### config.mk
export PLATFORM = sky130hd
export DESIGN_NAME = watch_set_controller
export DESIGN_NICKNAME = d
export VERILOG_FILES = /design/src/rtl/watch_set_controller.sv
export SDC_FILE = /design/constraint.sdc
export NUM_CORES = 1
export LEC_CHECK = 0
export ABC_AREA = 0
export BUFFER_PORTS_ARGS = -buffer_cell sky130_fd_sc_hd__buf_4
export CAP_MARGIN = 30
export CELL_PAD_IN_SITES_DETAIL_PLACEMENT = 1
export CELL_PAD_IN_SITES_GLOBAL_PLACEMENT = 1
export CORE_ASPECT_RATIO = 0.7
export CORE_MARGIN = 10
export CORE_UTILIZATION = 36
export CTS_CLUSTER_SIZE = 28
export DETAILED_ROUTE_END_ITERATION = 16
export GPL_TIMING_DRIVEN = 0
export PLACE_DENSITY_LB_ADDON = 0.2
export SKIP_LAST_GASP = 1
export SYNTH_ARGS = -nofsm -noshare
export SYNTH_HDL_FRONTEND = slang
export SYNTH_SLANG_ARGS = --single-unit
### constraint.sdc
create_clock -name clk -period 1.8 [get_ports clk]
set_input_delay 0.09 -clock clk [delete_from_list [all_inputs] [get_ports clk]]
set_output_delay 0.09 -clock clk [all_outputs]
set_load 0.02 [all_outputs]
### src/rtl/watch_set_controller.sv
// Time-setting sequencer: walks RUN/SET_HR/SET_MIN/SET_SEC on MODE releases and issues edit strobes.
// Optional ADJ auto-repeat in SET_HR/SET_MIN is built when AUTOREPEAT_EN is defined.
//
// state   | meaning
// --------+------------------------------------------------------
// RUN     | normal timekeeping, run_en = 1, display steady
// SET_HR  | hour field blinking, ADJ gives inc_hr
// SET_MIN | minute field blinking, ADJ gives inc_min
// SET_SEC | seconds stopped (run_en = 0), ADJ gives clr_sec
module watch_set_controller #(
    parameter int TIMEOUT_S     = 30,
    parameter int REPEAT_DELAY  = 16384,
    parameter int REPEAT_PERIOD = 4096
) (
    input  logic       clk,
    input  logic       rst_n,
    input  logic       tick_1hz,
    input  logic       mode_up,
    input  logic       adj_up,
    input  logic       adj_held,
    output logic [1:0] edit_state,
    output logic       inc_hr,
    output logic       inc_min,
    output logic       clr_sec,
    output logic       run_en,
    output logic       blink
);

    localparam logic [1:0] ST_RUN = 2'd0;
    localparam logic [1:0] ST_HR  = 2'd1;
    localparam logic [1:0] ST_MIN = 2'd2;
    localparam logic [1:0] ST_SEC = 2'd3;

    localparam logic [7:0] TIMEOUT_CNT = 8'(TIMEOUT_S);

    logic [1:0] state_q, state_d;
    logic [7:0] idle_q, idle_d;
    logic       blink_q, blink_d;
    logic       run_en_q, run_en_d;
    logic       inc_hr_q, inc_hr_d;
    logic       inc_min_q, inc_min_d;
    logic       clr_sec_q, clr_sec_d;
    logic       rpt_fire;
    logic       in_set;
    logic       btn_clear;

`ifdef AUTOREPEAT_EN
    localparam logic [14:0] RPT_DELAY  = 15'(REPEAT_DELAY);
    localparam logic [14:0] RPT_RELOAD = 15'(REPEAT_DELAY - REPEAT_PERIOD);

    logic [14:0] rpt_q, rpt_d, rpt_nxt;

    // mode_up always changes state, so it both blocks a repeat strobe and clears the counter.
    always_comb begin
        rpt_nxt  = 15'd0;
        rpt_fire = 1'b0;
        if ((state_q == ST_HR || state_q == ST_MIN) && adj_held && !mode_up) begin
            if (rpt_q + 15'd1 == RPT_DELAY) begin
                rpt_fire = 1'b1;
                rpt_nxt  = RPT_RELOAD;
            end else begin
                rpt_nxt = rpt_q + 15'd1;
            end
        end
    end

    always_comb begin
        rpt_d = rpt_nxt;
        if (state_d != state_q) begin
            rpt_d = 15'd0;
        end
    end

    always_ff @(posedge clk) begin
        if (!rst_n) begin
            rpt_q <= 15'd0;
        end else begin
            rpt_q <= rpt_d;
        end
    end
`else
    logic unused_adj_held;
    assign unused_adj_held = adj_held;
    assign rpt_fire        = 1'b0;
`endif

    assign in_set    = (state_q != ST_RUN);
    assign btn_clear = mode_up | adj_up | rpt_fire;

    always_comb begin
        state_d   = state_q;
        idle_d    = idle_q;
        inc_hr_d  = 1'b0;
        inc_min_d = 1'b0;
        clr_sec_d = 1'b0;

        if (mode_up) begin
            state_d = state_q + 2'd1;
        end

        // A button clear beats a same-cycle tick, so a timeout never coincides with a press.
        if (!in_set || btn_clear) begin
            idle_d = 8'd0;
        end else if (tick_1hz) begin
            if (idle_q + 8'd1 == TIMEOUT_CNT) begin
                idle_d  = 8'd0;
                state_d = ST_RUN;
            end else begin
                idle_d = idle_q + 8'd1;
            end
        end

        if ((adj_up && !mode_up) || rpt_fire) begin
            case (state_q)
                ST_HR:   inc_hr_d  = 1'b1;
                ST_MIN:  inc_min_d = 1'b1;
                ST_SEC:  clr_sec_d = adj_up;
                default: ;
            endcase
        end
    end

    always_comb begin
        blink_d = blink_q;
        if (state_d == ST_RUN || state_d != state_q || adj_up || rpt_fire) begin
            blink_d = 1'b1;
        end else if (tick_1hz) begin
            blink_d = ~blink_q;
        end
    end

    assign run_en_d = (state_d != ST_SEC);

    always_ff @(posedge clk) begin
        if (!rst_n) begin
            state_q   <= ST_RUN;
            idle_q    <= 8'd0;
            blink_q   <= 1'b1;
            run_en_q  <= 1'b1;
            inc_hr_q  <= 1'b0;
            inc_min_q <= 1'b0;
            clr_sec_q <= 1'b0;
        end else begin
            state_q   <= state_d;
            idle_q    <= idle_d;
            blink_q   <= blink_d;
            run_en_q  <= run_en_d;
            inc_hr_q  <= inc_hr_d;
            inc_min_q <= inc_min_d;
            clr_sec_q <= clr_sec_d;
        end
    end

    assign edit_state = state_q;
    assign inc_hr     = inc_hr_q;
    assign inc_min    = inc_min_q;
    assign clr_sec    = clr_sec_q;
    assign run_en     = run_en_q;
    assign blink      = blink_q;

endmodule

==> results.md <==
* DR DRC count at 0
* Power Total at between 0.6 and 0.7 mW
* Post-route clock period utilization at 0.965
* Antenna viol nets, final at 0
* H-tree levels at 1
* Worst-path fanout max at 5
* Layout Skew at between 0.0015 and 0.002 ns
* Insertion delay to the later sink of the worst-skew pair at around 0.28 ns
* Hold crit path type: in -> reg
* Final wirelength at 2.21 mm
* Post-Syn Area at between 700 and 800 um^2
* Cell variety after synth at 30
* Die area at between 4000 and 5000 um^2
* Maximum vdd drop at 0.299 mV
* HPWL reported at the end of detailed placement at ~1.6 mm
* Post-Synthesis Cells at 92
* Drt wl/cell at between 15 and 20 um
* Routability cong. at around 0.73
* Max clock buf depth at 2
* Vias per cell at around 5.3
* Worst path depth at 5
* Fillers at around 260
* Cell breakdown of the critical path: inv_1, ha_1, or4b_4, or3_1, o22ai_2
* Port Buffers at 9
* R2R depth at 5
* Die Span Y at between 50 and 60 um
* Status: completed
* Area of the multi-input gates at between 400 and 500 um^2
* Worst hold stages at 3
* Placed Area at 903 um^2
* Via count of the first global-routing pass at 705
* Core area at 2120 um^2
* Crit path capture type: flop
* Initial DRT Pass Iterations at 4
* # IOs at 13
* Share of post-route cells with drive strength above 1 at 0.206
* Initial Utilization at 0.373
* Min cycle time layout at between 1.5 and 2 ns
* Hold_buf cts at 0
* Type of origin of the critical path: flop
* Worst Path Required at around 2.0 ns
* Pin count of the biggest net entering global routing at 11
* Post-Route Utilization at 0.453
* EDFF count, synth at 0
* Flops & latches, synth at 15
* Iter 0 DRT Violations at 44
* Final Hold Viols at 0
* Sequential cell area at ~310 um^2
* Max-Cap Viols at 0
* Leak at about 0.36 nW
* Global route overflow at 0
* Via count at 732
* Mean area per synthesized cell at roughly 8.6 um^2
* Die Width at ~76 um
* Row count at 14
* Initial antenna violation count at 0
* Main synth FF type: dfxtp_1
* Actual slew at the worst max-slew pin at about 0.42 ns
* Clock root buffer: clkbuf_4
* DP Cell Count at around 130
* Post-Syn Nets at between 100 and 150
* Ys Warns at 0
* Sink Count at 15
* Setup CP Type: reg -> reg
* First-pass GRT wire length at 3.35 mm
* TritonCTS buffer count at 3
* Number of diodes at 0
* Peak Freq at between 0.5 and 0.6 GHz
* Largest stage delay, worst path at 0.57 ns
* CTS tree: built
* Final instance area at 960 um^2
* Post-synthesis sequential area ratio at 0.380
* Non-Filler Instances at between 100 and 150
* Unrepaired setup endpoints after global routing: no
* WHS at about 0.077 ns
* Arr. time, crit path at 1.96 ns
* Family with the most delay on the worst path: simple AND/OR/NAND/NOR gates
* Final Max Tran Viols at 0
* Final #Nets at 120
* Reg clk slew, reported paths at approximately 0.090 ns
* Async set-or-reset flop fraction in the synthesized netlist at 0
* Rel. slew slack at 0.720
* Slowest CP cell: or4b_4
* Pwr Density at 660 nW/um^2
* Final setup fails at 0
* P&R area growth vs syn at 21.4%
* Crit path buf inv count at 1
* GRT Total Usage at 0.0926
## flip-flops by register name (all words and copies together), names as in the netlist
register / count
idle_q: 8
edit_state: 2
blink: 1
clr_sec: 1
inc_hr: 1
inc_min: 1
run_en: 1
## worst reg2reg max path: stages (launching register included)
cell,delay [ns]
dfxtp_4,0.36
inv_1,0.06
ha_1,0.23
or4b_4,0.57
or3_1,0.34
o22ai_2,0.11
## layer usage
layer | share of wire | global-route usage
met5 | 0 | 0
met4 | 0.0041 | 0.0296
met3 | 0.056 | 0.0364
met2 | 0.47 | 0.153
met1 | 0.46 | 0.108
## through the flow
| stage | TNS, ns | worst slack [ns] |
|---|---|---|
| floorplan | 0 | 0.0350 |
| global placement | 0 | 0.0234 |
| detailed placement | -0.0597 | -0.0303 |
| CTS | 0 | 0.00901 |
| global route | 0 | 0.00164 |
| finish | 0 | 0.0622 |
## synthesized netlist by cell type (3+ instances only)
cell     instances  area share
inv_1            5       0.024
nor2_1           7       0.033
o21ai_0          5       0.032
xor2_1           3       0.033
and2_1           5       0.040
nand2_1          7       0.033
nand3_1          6       0.038
a21oi_1          4       0.025
dfxtp_1         15        0.38
ha_1             6       0.095
nor3_1           3       0.019
or3_1            5       0.040
## cells by family (layout without fill, tap and decap cells)
| family | count (synthesis) | count (layout) | share of synthesized area |
|---|---|---|---|
| and+or+nand+nor | 41 | 42 | 0.280 |
| AOI/OAI and AO/OA | 16 | 16 | 0.128 |
| adders and majority gates | 6 | 6 | 0.0949 |
| buffers and inverters | 9 | 23 | 0.0617 |
| DFF | 15 | 15 | 0.380 |
| xor gates and xnor gates | 5 | 5 | 0.0554 |
## cell usage in the layout (no fill, tap or decap), types with 2 or more instances in the layout
cell type / count
a21oi_1: 4
and2_1: 5
buf_4: 11
clkbuf_1: 3
clkbuf_4: 3
dfxtp_1: 13
dfxtp_4: 2
ha_1: 6
inv_1: 5
nand2_1: 7
nand3_1: 6
nor2_1: 7
nor3_1: 3
o21ai_0: 5
or3_1: 5
xnor2_1: 2
xor2_1: 3
## repair_timing
action,4_1_cts,5_1_grt
gates cloned,0,1
resized for setup,2,1
buffers inserted,1,1
pin swaps,0,1
endpoints found under the setup margin,5,7
## report_power, final
part / internal (mW) / switching (mW) / total (mW)
Clock: 0.0862 / 0.110 / 0.196
Combinational: 0.0387 / 0.0550 / 0.0937
Sequential: 0.339 / 0.00455 / 0.343
## area by class of cell
| cell class | count | share of cell area |
|---|---|---|
| Buffer | 3 | 0.0196 |
| Clock buffer | 4 | 0.0274 |
| Inverter | 5 | 0.0196 |
| Multi-Input combinational cell | 69 | 0.485 |
| Sequential cell | 15 | 0.321 |
| Tap cell | 32 | 0.0417 |
| Timing Repair Buffer | 11 | 0.0860 |
## worst paths after layout
check                                   start             to  slack [ns]
worst max register to register  edit_state[0]      idle_q[0]        0.06
worst max-delay path            edit_state[0]      idle_q[0]        0.06
worst min-delay path                  mode_up  edit_state[1]        0.08
worst min register to register      idle_q[1]      idle_q[1]        0.53
Note: power is estimated with default switching activity, not from simulation.
